[src/rtl/mem_arbiter_pkg.sv]
// Shared encodings and sizing for the I$/D$ backing-memory arbiter.
// Imported by the arbiter top and its round-robin grant block.
package mem_arbiter_pkg;

  localparam int MEM_DATA_BITS = 128;
  localparam int LINE_BITS = 512;
  localparam int DEF_READ_BEATS = LINE_BITS / MEM_DATA_BITS;

  typedef enum logic [1:0] {
    IDLE    = 2'd0,
    RD_BUSY = 2'd1,
    WR_DATA = 2'd2
  } arb_state_t;

  typedef enum logic {
    REQ_IC = 1'b0,
    REQ_DC = 1'b1
  } req_id_t;

  // Width of a counter holding 0..n-1, never narrower than one bit.
  function automatic int ceil_log2(input int n);
    int r;
    r = 0;
    for (int i = 0; i < 31; i++) begin
      if ((1 << i) < n) r = i + 1;
    end
    return (r < 1) ? 1 : r;
  endfunction

endpackage

[src/rtl/mem_arbiter_rr.sv]
// Two-input round-robin grant: a tie goes to the requester
// that did not win the previous accepted command.
module rr_arbiter2
  import mem_arbiter_pkg::*;
(
  input  logic       clk,
  input  logic       reset,
  input  logic [1:0] req,
  input  logic       update,
  output req_id_t    winner
);

  req_id_t last_grant;

  always_comb begin
    winner = (last_grant == REQ_IC) ? REQ_DC : REQ_IC;
    if (req == 2'b01) winner = REQ_IC;
    else if (req == 2'b10) winner = REQ_DC;
  end

  always_ff @(posedge clk) begin
    if (reset) last_grant <= REQ_IC;
    else if (update) last_grant <= winner;
  end

endmodule

[src/rtl/mem_arbiter.sv]
// Shares one memory port between I$ and D$; holds the grant
// for a whole write beat or a READ_BEATS-beat line refill.
module mem_arbiter
  import mem_arbiter_pkg::*;
#(
  parameter int ADDR_BITS  = 28,
  parameter int DATA_BITS  = MEM_DATA_BITS,
  parameter int MASK_BITS  = DATA_BITS / 8,
  parameter int READ_BEATS = DEF_READ_BEATS
) (
  input  logic                 clk,
  input  logic                 reset,

  input  logic                 ic_req_valid,
  output logic                 ic_req_ready,
  input  logic [ADDR_BITS-1:0] ic_req_addr,
  input  logic                 ic_req_rw,
  input  logic                 ic_req_data_valid,
  output logic                 ic_req_data_ready,
  input  logic [DATA_BITS-1:0] ic_req_data_bits,
  input  logic [MASK_BITS-1:0] ic_req_data_mask,
  output logic                 ic_resp_valid,
  output logic [DATA_BITS-1:0] ic_resp_data,

  input  logic                 dc_req_valid,
  output logic                 dc_req_ready,
  input  logic [ADDR_BITS-1:0] dc_req_addr,
  input  logic                 dc_req_rw,
  input  logic                 dc_req_data_valid,
  output logic                 dc_req_data_ready,
  input  logic [DATA_BITS-1:0] dc_req_data_bits,
  input  logic [MASK_BITS-1:0] dc_req_data_mask,
  output logic                 dc_resp_valid,
  output logic [DATA_BITS-1:0] dc_resp_data,

  output logic                 mem_req_valid,
  input  logic                 mem_req_ready,
  output logic [ADDR_BITS-1:0] mem_req_addr,
  output logic                 mem_req_rw,
  output logic                 mem_req_data_valid,
  input  logic                 mem_req_data_ready,
  output logic [DATA_BITS-1:0] mem_req_data_bits,
  output logic [MASK_BITS-1:0] mem_req_data_mask,
  input  logic                 mem_resp_valid,
  input  logic [DATA_BITS-1:0] mem_resp_data,

  output logic                 resp_orphan
);

  localparam int CNT_W = ceil_log2(READ_BEATS);
  localparam logic [CNT_W-1:0] LAST_BEAT = CNT_W'(READ_BEATS - 1);

  arb_state_t       state;
  req_id_t          owner;
  req_id_t          winner;
  req_id_t          sel;
  logic [CNT_W-1:0] beat_cnt;
  logic             orphan_q;
  logic             cmd_hs;
  logic             data_hs;
  logic             sel_rw;
  logic             sel_dv;
  logic             sel_dc;

  rr_arbiter2 u_rr (
    .clk    (clk),
    .reset  (reset),
    .req    ({dc_req_valid, ic_req_valid}),
    .update (cmd_hs),
    .winner (winner)
  );

  always_comb begin
    sel    = (state == IDLE) ? winner : owner;
    sel_dc = (sel == REQ_DC);
    sel_rw = sel_dc ? dc_req_rw : ic_req_rw;
    sel_dv = sel_dc ? dc_req_data_valid : ic_req_data_valid;
  end

  assign ic_resp_data = mem_resp_data;
  assign dc_resp_data = mem_resp_data;
  assign resp_orphan  = orphan_q;

  assign cmd_hs  = mem_req_valid & mem_req_ready;
  assign data_hs = mem_req_data_valid & mem_req_data_ready;

  // Handshake outputs are forced low while reset is held.
  always_comb begin
    mem_req_valid      = 1'b0;
    mem_req_data_valid = 1'b0;
    ic_req_ready       = 1'b0;
    dc_req_ready       = 1'b0;
    ic_req_data_ready  = 1'b0;
    dc_req_data_ready  = 1'b0;
    ic_resp_valid      = 1'b0;
    dc_resp_valid      = 1'b0;
    mem_req_addr       = sel_dc ? dc_req_addr : ic_req_addr;
    mem_req_rw         = sel_rw;
    mem_req_data_bits  = sel_dc ? dc_req_data_bits : ic_req_data_bits;
    mem_req_data_mask  = sel_dc ? dc_req_data_mask : ic_req_data_mask;
    if (!reset) begin
      unique case (state)
        IDLE: begin
          mem_req_valid      = ic_req_valid | dc_req_valid;
          mem_req_data_valid = sel_dv & sel_rw & mem_req_valid;
          ic_req_ready       = !sel_dc & mem_req_valid & mem_req_ready;
          dc_req_ready       = sel_dc & mem_req_valid & mem_req_ready;
          ic_req_data_ready  = !sel_dc & mem_req_valid
                               & mem_req_data_ready & sel_rw;
          dc_req_data_ready  = sel_dc & mem_req_valid
                               & mem_req_data_ready & sel_rw;
        end
        RD_BUSY: begin
          ic_resp_valid = !sel_dc & mem_resp_valid;
          dc_resp_valid = sel_dc & mem_resp_valid;
        end
        WR_DATA: begin
          mem_req_data_valid = sel_dv;
          ic_req_data_ready  = !sel_dc & mem_req_data_ready;
          dc_req_data_ready  = sel_dc & mem_req_data_ready;
        end
        default: ;
      endcase
    end
  end

  always_ff @(posedge clk) begin
    if (reset) begin
      state    <= IDLE;
      owner    <= REQ_IC;
      beat_cnt <= '0;
      orphan_q <= 1'b0;
    end else begin
      if (mem_resp_valid && state != RD_BUSY) orphan_q <= 1'b1;
      unique case (state)
        IDLE: begin
          if (cmd_hs) begin
            owner    <= winner;
            beat_cnt <= '0;
            if (!sel_rw) state <= RD_BUSY;
            else if (!data_hs) state <= WR_DATA;
          end
        end
        RD_BUSY: begin
          if (mem_resp_valid) begin
            if (beat_cnt == LAST_BEAT) begin
              beat_cnt <= '0;
              state    <= IDLE;
            end else begin
              beat_cnt <= beat_cnt + 1'b1;
            end
          end
        end
        WR_DATA: begin
          if (data_hs) state <= IDLE;
        end
        default: state <= IDLE;
      endcase
    end
  end

endmodule

[config.mk]
export PLATFORM = sky130hd
export DESIGN_NAME = mem_arbiter
export DESIGN_NICKNAME = d
export VERILOG_FILES = /design/src/rtl/mem_arbiter_pkg.sv /design/src/rtl/mem_arbiter_rr.sv /design/src/rtl/mem_arbiter.sv
export SDC_FILE = /design/constraint.sdc
export NUM_CORES = 1
export LEC_CHECK = 0
export ABC_CLOCK_PERIOD_IN_PS = 4300
export CELL_PAD_IN_SITES_DETAIL_PLACEMENT = 1
export CELL_PAD_IN_SITES_GLOBAL_PLACEMENT = 1
export CORE_AREA = 2 2 363 365
export DETAILED_ROUTE_END_ITERATION = 10
export DIE_AREA = 0 0 365 367
export DONT_BUFFER_PORTS = 1
export GPL_TIMING_DRIVEN = 0
export PLACE_DENSITY_LB_ADDON = 0.15
export SYNTH_ARGS = -nofsm -noshare
export SYNTH_HDL_FRONTEND = slang
export SYNTH_HIERARCHICAL = 1
export SYNTH_SLANG_ARGS = --single-unit
export TNS_END_PERCENT = 100
[constraint.sdc]
create_clock -name clk -period 4.3 [get_ports clk]
set_clock_uncertainty 0.2 [all_clocks]
set_input_delay 1.29 -clock clk [delete_from_list [all_inputs] [get_ports clk]]
set_output_delay 1.29 -clock clk [all_outputs]
set_load 0.03 [all_outputs]
# Word-level counts from Yosys, hierarchy flattened
# Cells that the tools add are included.
[word_totals] ff_bits=7 output_inout_bits=438
[op_classes] mux=36 n_eq_ne=11 add_sub_neg=1 bitwise=17 n_reduce_logical=7
[op_table] op="$mux 128" n=1
[op_table] op="$mux 28" n=1
[op_table] op="$mux 1" n=19
[op_table] op="$mux 2" n=9
[op_table] op="$and 1x1->1" n=16
[op_table] op="$mux 16" n=1
[op_table] op="$ne 2x2->1 const B" n=4
[op_table] op="$eq 2x2->1 const B" n=3
[op_table] op="$pmux 1 s2" n=3
[op_table] op="$pmux 2 s3" n=1
[op_table] op="$reduce_and 5->1" n=1
[op_table] op="$eq 2x1->1 const B" n=2
[op_table] op="$pmux 2 s2" n=1
[op_table] op="$ne 3x3->1 const B" n=1
[op_table] op="$reduce_and 3->1" n=1
[op_table] op="$add 2x1->2 const B" n=1
[op_table] op="$logic_not 2->1" n=1
[op_table] op="$ne 2x1->1 const B" n=1
[op_table] op="$reduce_and 2->1" n=1
[op_table] op="$reduce_bool 2->1" n=1
[op_table] op="$logic_and 1x1->1" n=1
[op_table] op="$logic_not 1->1" n=1
[op_table] op="$or 1x1->1" n=1

# Depth between registers and ports, before layout
# Gate-level depths: netlist (run 1).
[logic_depth] depth_word=14 depth_mapped=8 mapped_depth_nobuf=6

# Hierarchy
# The synthesis (run 1) kept the hierarchy.
[modules_own_cells] mod="mem_arbiter" cells_each=507 area_per_inst_um2=5089.9 n_inst=1
[modules_own_cells] mod="rr_arbiter2" cells_each=6 area_per_inst_um2=60.1 n_inst=1

# Worst setup path before layout (run 1)
# Ideal clock, no wire load.
[synth_timing] path_type="input-to-output" start="input port ic_req_valid" end="output port dc_resp_valid" n_path_buf=2 path_slack_ns=-0.313 t_required_ns=2.810 arrival_ns=3.123 stages=7 path_cell_list="nand2b_1 > a21boi_0 > nor3b_4 > nor2_4 > buf_6 > buf_6 > nor3_1"
[synth_via] elab_chain_len=7 elab_cells_between_ends=8
[synth_lines] item="from (decl)" line="mem_arbiter.sv:14" source="input logic ic_req_valid,"
[synth_lines] item="$eq 2x2->1" line="mem_arbiter_rr.sv:18" source="else if (req == 2'b10) winner = REQ_DC;"
[synth_lines] item="$mux 1" line="mem_arbiter_rr.sv:18"
[synth_lines] item="$mux 1 *" line="mem_arbiter_rr.sv:17" source="if (req == 2'b01) winner = REQ_IC;"
[synth_lines] item="via winner" line="mem_arbiter.sv:55" source="req_id_t winner;"
[synth_lines] item="$mux 1 *" line="mem_arbiter.sv:74" source="sel = (state == IDLE) ? winner : owner;"
[synth_lines] item="$and 1x1->1 *" line="mem_arbiter.sv:115" source="dc_resp_valid = sel_dc & mem_resp_valid;"
[synth_lines] item="$mux 1 *" line="mem_arbiter.sv:102" source="unique case (state)"
[synth_lines] item="$mux 1 *" line="mem_arbiter.sv:101" source="if (!reset) begin"
[synth_lines] item="to (decl)" line="mem_arbiter.sv:33" source="output logic dc_resp_valid,"
# The timed path passes the listed nets; every way through them passes the cells marked *.

# Final worst setup path (run 1)
[layout_timing] start="input port dc_req_valid" end="output port mem_req_data_bits[79]"
[layout_via] elab_chain_len=5 elab_cells_between_ends=6
[layout_lines] item="from (decl)" line="mem_arbiter.sv:25" source="input logic dc_req_valid,"
[layout_lines] item="$eq 2x2->1" line="mem_arbiter_rr.sv:18"
[layout_lines] item="$mux 1" line="mem_arbiter_rr.sv:18"
[layout_lines] item="$mux 1 *" line="mem_arbiter_rr.sv:17"
[layout_lines] item="via winner" line="mem_arbiter.sv:55"
[layout_lines] item="$mux 1 *" line="mem_arbiter.sv:74"
[layout_lines] item="$mux 128 *" line="mem_arbiter.sv:99" source="mem_req_data_bits = sel_dc ? dc_req_data_bits : ic_req_data_bits;"
[layout_lines] item="to (decl)" line="mem_arbiter.sv:42" source="output logic [DATA_BITS-1:0] mem_req_data_bits,"
# Marks and branches as above.

==> run metrics, run 1 <==
fin area=between 0.007 and 0.008 mm²; post-DR vias/cell=~1.7; Peak Freq=between 200 and 250 MHz; Crit. End Element=output port; # nets final=1,017; initial antenna violation count=6; GRT Residual Overflow=0; Hold Crit Class=reg -> reg; max_cap viols=0; syn_nets=roughly 1,000; Post-synth EDFFs=0; CP startpoint=dc_req_valid; crit path kind=in -> out; Post-synth top flop=dfxtp_1; synth unique cells=35; critical path, cell by cell=nand2b_4 > a21boi_4 > nor3b_4 > nor2_4 > buf_12 > buf_16 > buf_12 > mux2_4; Num CTS Buffers=3; post-layout min period=around 4400 ps; hold path startpoint=beat_cnt[1]; H-tree depth=1; Yosys top cell by area=mux2_4; Die H=~370 µm; drt wl/cell=between 20 and 25 µm; Hold Buf Count CTS=0; RD Place Congestion=roughly 0.8; most frequent cells in the layout=buf_4, mux2_4, mux2_2, buf_12, clkbuf_16; CP Launch Type=primary input; Worst Path Buf+Inv=3; CTS root buffer=clkbuf_16; Max VDD drop=approximately 0.00013 V; Port Buffer Count=0; DR pass1 iterations=4; Die Area=between 0.1 and 0.15 mm²; Slew Limit Fails=0; Leak=a little over 0.003 µW; Total Routing Usage GR=6.270%; Post-Layout Cell Count=~2,300; total wire length=about 48 mm; Seq cells post-synth=7; Area contributors post-synth=mux2_4, buf_4, mux2_2, buf_6, dfxtp_1; commonest non-fill, non-tap cell in the layout=buf_4; DIE WIDTH=roughly 370 µm; Critical Path Fanout Max=10; critical path data required time=2810 ps; DP HPWL=around 45 mm; violated checks=negative setup slack; Final Hold Vio Count=0; dpl cells=roughly 2,300; final cycle utilization of the critical path=102.0%; core area=0.1305 mm²; worst skew pair latency=~230 ps; first-pass GRT wire length=53.18 mm; Mapped Area=0.005150 mm²; Starting Density=3.947%; worst relative slew slack=about 18%; RSZ-0062 raised after global routing=true; Final setup viols=58; share of layout cells above drive strength 1=between 90% and 100%; Longest Clk Path Bufs=2; post-synthesis cell count=about 500; worst-margin pin slew=1226 ps; CTS tree=yes; io pins=between 900 and 1,000; Synthesis Warnings=6; CP max stage delay=420 ps; dpl cell area=0.007365 mm²; WP data arrival=approximately 2900 ps; Clk pin slew, worst setup/hold paths=around 40 ps; Synth async-reset ratio=0%; Sink Count=7; vias in the first global route=roughly 4,100; DRC=0; most frequent CP cell=buf_12; Syn Area/Cell=around 10 µm²; largest net degree at the start of global routing=11; kind of cell adding the most delay to the critical path=buffers and inverters; 1st-iter DRT viols=between 80 and 90; reg-to-reg critical path startpoint=state[0]; top-area cell type share of the netlist area=42.86%; Area growth, synth to finish=54.71%; post-synthesis sequential area ratio=between 2 and 3%; PnR worst setup slack=-87.73 ps; status=complete, but fails checks; DR vias=a little under 4,000; PD cells=about 300 mW/mm²; DRT antenna net count=0; slowest CP cell=mux2_4; Core Rows=about 130
==> worst register-to-register path, stage by stage (launching register included) <==
cell and delay, ps:
dfxtp_1 510, o21a_1 320, nor2_4 90, buf_6 150, buf_12 160, clkbuf_16 170, nor2_4 250, a31o_1 130
==> registers in the layout (all words and copies together) (netlist names) <==
signal           flops
beat_cnt             2
state                2
owner                1
resp_orphan          1
u_rr/last_grant      1
==> power breakdown <==
part / switching [µW] / internal, µW
Sequential: 8.06 / 69.7
Clock: 37.2 / 124
Combinational: 1410 / 771
==> repair_timing <==
action | 4_1_cts | 5_1_grt
setup endpoints to repair | 178 | 168
gates resized for setup | 17 | 35
pin swaps | 3 | 0
setup buffers | 4 | 5
cloned | 0 | 9
==> worst paths after layout <==
kind                      endpoint  slack [ps]  depth (start not counted)
min                    beat_cnt[1]         270                          2
min reg2reg            beat_cnt[1]         270                          2
max          mem_req_data_bits[79]         -90                          8
max reg2reg                  owner        2260                          7
==> metal layers <==
| metal | share of wire [%] | up-vias | track usage (%) |
|---|---|---|---|
| met4 | 1.7 | 0 | 1.100 |
| li1 | - | 1535 | - |
| met1 | 40 | 1897 | 7.690 |
| met5 | 0 | - | 0 |
| met3 | 7.2 | 26 | 1.203 |
| met2 | 52 | 427 | 11.32 |
==> cells by family (layout without fill, tap and decap cells) <==
group                    count (synthesis)  count (layout)  share of synthesized area [%]
AO/OA/AOI/OAI                           21              21                          3.134
adder cells (fa/ha/maj)                  1               1                         0.2429
buffers and inverters                  281             300                          41.81
flip-flops                               7               7                          2.721
multiplexers                           174             174                          48.74
other                                    0               5                              0
AND/OR/NAND/NOR                         29              29                          3.353
==> metrics by stage <==
step                      utilization [%]  setup slack, ps  hold WS, ps  setup TNS [ps]  power (µW)
final                               6.107           -87.73        272.8           -1647        2422
after global routing                6.105           -197.6        302.5          -10400        2549
after CTS                           5.808           -176.5        281.5          -14450        2390
after detailed placement            5.645            -1056        275.8         -132940        2177
after global placement              5.636            -1025        264.8         -128250        2182
after floorplan                         -           -58.47        251.6          -58.47        1664
==> cell type report <==
cell class	count	area [µm²]
well taps	1755	2196
flip-flops and latches	7	140.1
diodes	5	12.51
clock buffers	4	78.83
plain buffers	277	2295
fillers	15560	122500
inverters	4	15.01
multi-input cells	225	2944
repair buffers	15	286.5
==> synth_stat cells (2+ instances only) <==
cell type	n
a21oi_1	5
nor2_1	8
and3_1	2
nand4_1	2
o21a_1	3
mux2_2	26
nand2_1	3
buf_6	18
inv_1	4
dfxtp_1	7
buf_2	2
o21ai_0	4
nor3_1	3
nand2b_1	4
mux2_4	147
buf_4	256
(Power assumes the default switching activity.)
==> run 2, diff against run 1 <==
- ABC_CLOCK_PERIOD_IN_PS: 4300 -> 3800
- CORE_AREA: 2 2 363 365 -> 2 2 361 363
- DIE_AREA: 0 0 365 367 -> 0 0 363 365
- clock period: 4.3 -> 3.8 ns (I/O delays scaled with it)
==> run 2 against run 1 <==
Compared with the run above: the run still ends with negative setup slack left; power rose by 15%; sequential power increased by 13%; count of clock-buffer cells in the layout unchanged; global-route usage down 0.45 points; combinational power up 16%; utilization up 0.23 points; first-iteration DRC count grew 65%; via count increased by 0.62%; critical path type unchanged; critical endpoint is now dc_resp_valid.
==> run metrics, run 2 (synthesized netlist as in run 1, its figures left out) <==
PD cells=342.4 mW/mm² (+13%); WHS Path Cells=2 (unchanged); RSZ-0062 raised after global routing=true; Longest Clk Path Bufs=2 (unchanged); WP data arrival=2770 ps (-130 ps); commonest non-fill, non-tap cell in the layout=buf_4; CTS tree=yes; M1 WL=15.54 mm (-17%); largest net degree at the start of global routing=11 (unchanged); Hold Crit Class=reg -> reg; drt wl/cell=20.27 µm (-2.5%); status=complete, but fails checks; Die H=365 µm (-0.54%); core area=0.1287 mm² (-1.4%); Clk pin slew, worst setup/hold paths=40 ps (about the same); Final Hold Vio Count=0 (unchanged); Reg2Reg Capture Point=owner; Final Util=6.336% (+0.23 points); initial antenna violation count=15 (+9); worst-margin pin slew=924.2 ps (-301.3 ps); max_cap viols=0 (unchanged); critical path, cell by cell=nand2b_4 > a21boi_4 > nor3b_4 > nor2_4 > buf_12 > buf_16 > buf_12 > nor3_4; slowest CP cell=nor3_4; Sink Count=7 (unchanged); Num CTS Buffers=3 (unchanged); CTS root buffer=clkbuf_16; io pins=921 (unchanged); most frequent CP cell=buf_12; kind of cell adding the most delay to the critical path=simple AND/OR/NAND/NOR gates; Worst Path Buf+Inv=3 (unchanged); hold path startpoint=beat_cnt[1]; Top Layer Used=met5; dpl cell area=0.007291 mm² (-1.0%); Area growth, synth to finish=58.28%; DP HPWL=40.82 mm (-8.3%); total wire length=45.07 mm (-5.4%); H-tree depth=1 (unchanged); DR pass1 iterations=4 (unchanged); Starting Density=4.003% (+0.055 points); CP max stage delay=500 ps (+80 ps); reg-to-reg critical path startpoint=state[0]; hold endpoint=beat_cnt[1]; Max VDD drop=0.0001154 V (-8.7%); vias in the first global route=4,036 (-1.4%); share of layout cells above drive strength 1=91.16% (+0.75 points); crit path kind=in -> out; DRT antenna net count=0 (unchanged); Crit. End Element=output port; Slew Limit Fails=0 (unchanged); wire length on met2=24.90 mm (+1.3%); first-pass GRT wire length=48.65 mm (-8.5%); Port Buffer Count=0 (unchanged); Reg2Reg Depth=7 (unchanged); Die Area=0.1325 mm² (-1.1%); Critical Path Fanout Max=5 (-5); DR vias=3,909 (+0.62%); PnR worst setup slack=-306.4 ps (-218.6 ps); # fillers=15,236 (-2.1%); post-layout min period=approximately 4100 ps; final cycle utilization of the critical path=108.1%; violated checks=negative setup slack; GRT Residual Overflow=0 (unchanged); Tot Pwr=2791 µW (+15%); Total Routing Usage GR=5.817% (-0.45 points); Hold Buf Count CTS=0 (unchanged); fin area=0.008152 mm² (+2.3%); Core Rows=132 (-0.75%); critical path data required time=2460 ps (-350 ps); DIE WIDTH=363 µm (-0.55%); Setup Slack @ Placement=-754.1 ps (+302.1 ps); Peak Freq=243.5 MHz; # nets final=1,028 (+1.1%); worst relative slew slack=37.87% (+20 points); Final setup viols=177 (+210%); post-DR vias/cell=1.758 (+3.7%); most frequent cells in the layout=buf_4, mux2_4, buf_12, mux2_2; largest registers=beat_cnt (2), state (2); DR WL met3=3.929 mm (+14%); DRC=0 (unchanged); Leak=0.003245 µW (+4.5%); 1st-iter DRT viols=139 (+65%); CP Launch Type=primary input; RD Place Congestion=0.7286 (-7.1%); setup slack, reg-to-reg=1670 ps (-590 ps); worst skew pair latency=230 ps (about the same)
[run 2: how the worst max path moves through the flow]
stage,from,endpoint,slack [ps],cells after the start
after floorplan,ic_req_valid,mem_req_data_bits[10],2,7
after global placement,reset,ic_req_ready,-810,4
after global routing,ic_req_valid,mem_req_data_bits[81],-370,8
after detailed placement,dc_req_valid,mem_req_data_bits[81],-750,7
after CTS,dc_req_valid,dc_resp_valid,-410,9
final,dc_req_valid,dc_resp_valid,-310,8
[run 2: layer usage]
metal / global-route usage (%) / vias up
li1: - / 1560
met1: 6.277 / 1863
met2: 11.24 / 442
met3: 1.629 / 30
met4: 1.041 / 14
met5: 0 / -
[run 2: metrics by stage]
| stage | hold slack (ps) | std cells | TNS, ps |
|---|---|---|---|
| after global placement | 264.0 | 2188 | -106690 |
| final | 281.7 | 2224 | -35180 |
| after CTS | 286.7 | 2208 | -53740 |
| after global routing | 303.2 | 2223 | -49090 |
| after detailed placement | 274.0 | 2188 | -105750 |
| after floorplan | 251.6 | 513 | 0 |
[run 2: layout make-up]
class / instances / area (µm²) / area share [%]
Sequential cell: 7 / 140.1 / 1.719
Tap cell: 1675 / 2096 / 25.71
Inverter: 4 / 15.01 / 0.1842
Antenna cell: 6 / 15.01 / 0.1842
Timing Repair Buffer: 26 / 506.7 / 6.216
Clock buffer: 4 / 78.83 / 0.9670
Multi-Input combinational cell: 225 / 2975 / 36.50
Buffer: 277 / 2325 / 28.52
[run 2: what timing repair did]
item	in CTS	in global routing
buffers inserted	8	6
cloned	8	7
endpoints found under the setup margin	178	178
pin swaps	3	2
resized for setup	42	32
[run 2: power breakdown]
part | switching (µW) | internal, µW | total, µW
Clock | 41.6 | 140 | 181
Combinational | 1560 | 962 | 2520
Sequential | 8.70 | 78.9 | 87.6
Total | 1610 | 1180 | 2790
[run 2: worst register-to-register path, cell delays in order, from the launching register on]
cell and delay (ps):
dfxtp_1 500, o21a_1 370, nor2_4 100, buf_12 160, buf_16 160, clkbuf_16 170, nor2_4 270, a31o_1 140
==> run 3, diff against run 2 <==
- ABC_AREA: not set -> 1
- CORE_AREA: 2 2 361 363 -> 2 2 362 364
- DIE_AREA: 0 0 363 365 -> 0 0 364 366
==> run 3 against run 2 <==
Compared with the run above: the flow now finishes without violations; final area is 0.89% higher; synthesized cell count is 76% higher; wire length is 16% lower; non-clock buffer count stayed put; utilization hardly changed; cell count is 20% higher; die area is 0.55% higher; fmax is 9.9% higher; worst setup slack better by 370 ps; area after synthesis is 11% lower; combinational power grew to 2.6 times the previous value; highest routed layer unchanged.
==> run metrics, run 3 <==
status=completed; Yosys top cell by area=nand2_1; Hold Crit Class=reg -> reg; P_int=1845 µW (+56%); PD cells=822.2 mW/mm² (+140%); post-DR vias/cell=2.075 (+18%); RD Place Congestion=0.8588 (+18%); reg-to-reg critical path startpoint=state[0]; largest net degree at the start of global routing=11 (unchanged); fin area=0.008224 mm² (+0.89%); critical path, cell by cell=inv_1 > nand2_1 > nand2_2 > inv_2 > nand2_2 > nand2_8 > inv_12 > buf_16 > buf_12 > buf_4 > nand2_1 > nand2_4; slowest CP cell=buf_4; Leak=0.003558 µW (+9.6%); Area contributors post-synth=nand2_1, buf_4, buf_2, dfxtp_1, inv_1; drt wl/cell=14.25 µm (-30%); Seq cells post-synth=7 (unchanged); final cycle utilization of the critical path=98.37% (-9.7 points); dpl cells=2,646 (+21%); Slew Limit Fails=0 (unchanged); Tot Pwr=6762 µW (+140%); WP data arrival=2400 ps (-370 ps); Port Buffer Count=0 (unchanged); H-tree depth=1 (unchanged); CP Launch Type=primary input; Die H=366 µm (+0.27%); Sw Share=72.71% (+15 points); Flop pwr share=1.6% (-1.5 points); kind of cell adding the most delay to the critical path=simple AND/OR/NAND/NOR gates; worst skew pair latency=240 ps (about the same); syn_nets=1,388 (+39%); Reg area=140.1 µm² (unchanged); CTS root buffer=clkbuf_16; share of layout cells above drive strength 1=55.40% (-36 points); Num CTS Buffers=3 (unchanged); WHS Path Cells=1 (-1); NetSw=4916 µW (+210%); largest registers=beat_cnt (2), state (2); area of the multi-input gates=0.003152 mm² (+5.9%); hold endpoint=beat_cnt[0]; worst relative slew slack=63.22% (+25 points); GRT Residual Overflow=0 (unchanged); top-area cell type share of the netlist area=43.88% (+1.0 points); Max VDD drop=0.0002464 V (+110%); Longest Clk Path Bufs=2 (unchanged); post-layout min period=3738 ps (-368.4 ps); max_cap viols=0 (unchanged); Crit. End Element=output port; io pins=921 (unchanged); core area=0.1290 mm² (+0.26%); commonest non-fill, non-tap cell in the layout=nand2_1; Comb power frac=95.6% (+5.2 points); Reg2Reg Depth=9 (+2); Area growth, synth to finish=79.05%; vias in the first global route=5,691 (+41%); top post-synthesis cells by count=nand2_1, buf_4, buf_2; Post-synth EDFFs=0 (unchanged); DR vias=5,523 (+41%); Mapped Area=0.004593 mm² (-11%); setup slack, reg-to-reg=1790 ps (+120 ps); Worst Path Buf+Inv=6 (+3); Post-Layout Cell Count=2,662 (+20%); critical path data required time=2460 ps (about the same); Final setup viols=0 (-100%); first-pass GRT wire length=47.05 mm (-3.3%); dpl cell area=0.006773 mm² (-7.1%); Final Hold Vio Count=0 (unchanged); synth unique cells=21 (-40%); Post-synth top flop=dfxtp_1; CP max stage delay=170 ps (-330 ps); Die Area=0.1332 mm² (+0.55%); Starting Density=3.561% (-0.44 points); Core Rows=132 (unchanged); most common cell in the netlist=nand2_1; # nets final=1,402 (+36%); Peak Freq=267.5 MHz (+9.9%); post-synthesis cell count=904 (+76%); crit path kind=in -> out; DR pass1 iterations=4 (unchanged); 1st-iter DRT viols=157 (+13%); Critical Path Fanout Max=10 (+5); Synthesis Warnings=6 (unchanged); hold path startpoint=beat_cnt[0]; # fillers=15,623 (+2.5%); Clk pin slew, worst setup/hold paths=50 ps (about the same); CTS tree=yes; initial antenna violation count=8 (-7); DP HPWL=32.90 mm (-19%); Total Routing Usage GR=5.082% (-0.74 points); Syn Area/Cell=5.081 µm² (-49%); clock share of power=2.8% (-3.7 points); DIE WIDTH=364 µm (+0.28%); post-synthesis sequential area ratio=3.051% (+0.33 points); total wire length=37.94 mm (-16%); Reg2Reg Capture Point=state[0]; DRT antenna net count=0 (unchanged); DRC=0 (unchanged); Synth async-reset ratio=0% (unchanged); Sink Count=7 (unchanged); worst-margin pin slew=549.6 ps (-374.6 ps); Worst path depth=12 (+4); most frequent cells in the layout=nand2_1, buf_4, nand2_2, nand2_4, buf_6; RSZ-0062 raised after global routing=true
run 3: worst max path at each step:
stage	startpoint	endpoint	slack (ps)
floorplan	ic_req_valid	dc_req_data_ready	140
global placement	ic_req_valid	mem_req_data_bits[52]	-1000
detailed placement	ic_req_valid	mem_req_data_bits[49]	-920
CTS	ic_req_valid	mem_req_data_bits[40]	-30
global route	ic_req_valid	mem_req_data_bits[58]	-10
finish	ic_req_valid	mem_req_data_bits[58]	60
run 3: kinds of logic (layout without fill, tap and decap cells):
group / Yosys count / in the layout / synth area share, %
compound gates: 10 / 10 / 1.253
fa+ha+maj: 1 / 1 / 0.2724
buf+inv: 313 / 326 / 47.48
flops: 7 / 7 / 3.051
other cells: 0 / 3 / 0
simple gates: 573 / 573 / 47.94
run 3: cell type report:
type / count / area share [%]
antenna: 3 / 0.09128
buffer: 294 / 29.50
clock buffer: 3 / 0.9128
clock inverter: 1 / 0.06085
inverter: 19 / 1.019
multi-input combinational: 584 / 38.32
sequential: 7 / 1.704
tap: 1742 / 26.50
timing repair buffer: 9 / 1.887
run 3: routing by layer:
metal | global-route usage (%) | vias to the layer above | wire length (µm)
li1 | - | 2466 | -
met4 | 1.325 | 2 | 822
met1 | 5.798 | 2601 | 14140
met3 | 0.8244 | 22 | 3078
met2 | 9.626 | 432 | 19880
met5 | 0 | - | 13
run 3: metrics by stage:
stage	hold WS, ps	TNS, ps	setup slack (ps)	utilization [%]
6_report	269.8	0	62.02	6.376
5_1_grt	282.6	-46.71	-10.22	6.376
4_1_cts	275.9	-71.58	-27.31	6.237
3_5_place_dp	261.6	-101670	-918.8	5.251
3_3_place_gp	260.8	-104780	-997.9	5.251
2_1_floorplan	232.1	0	141.4	-
run 3: what timing repair did:
item,4_1_cts,5_1_grt
hold buffers,0,0
setup buffers,8,0
endpoints found under the hold margin,0,0
gates cloned,3,0
pin swaps,5,8
endpoints found under the setup margin,178,175
resized for setup,313,55
run 3: power groups by stage:
stage,logic (µW),clock network [µW],registers (µW)
after floorplan,3800,0,103
after global placement,5130,0,109
after detailed placement,5090,0,109
after CTS,6490,196,108
after global routing,6840,202,110
final,6460,190,107
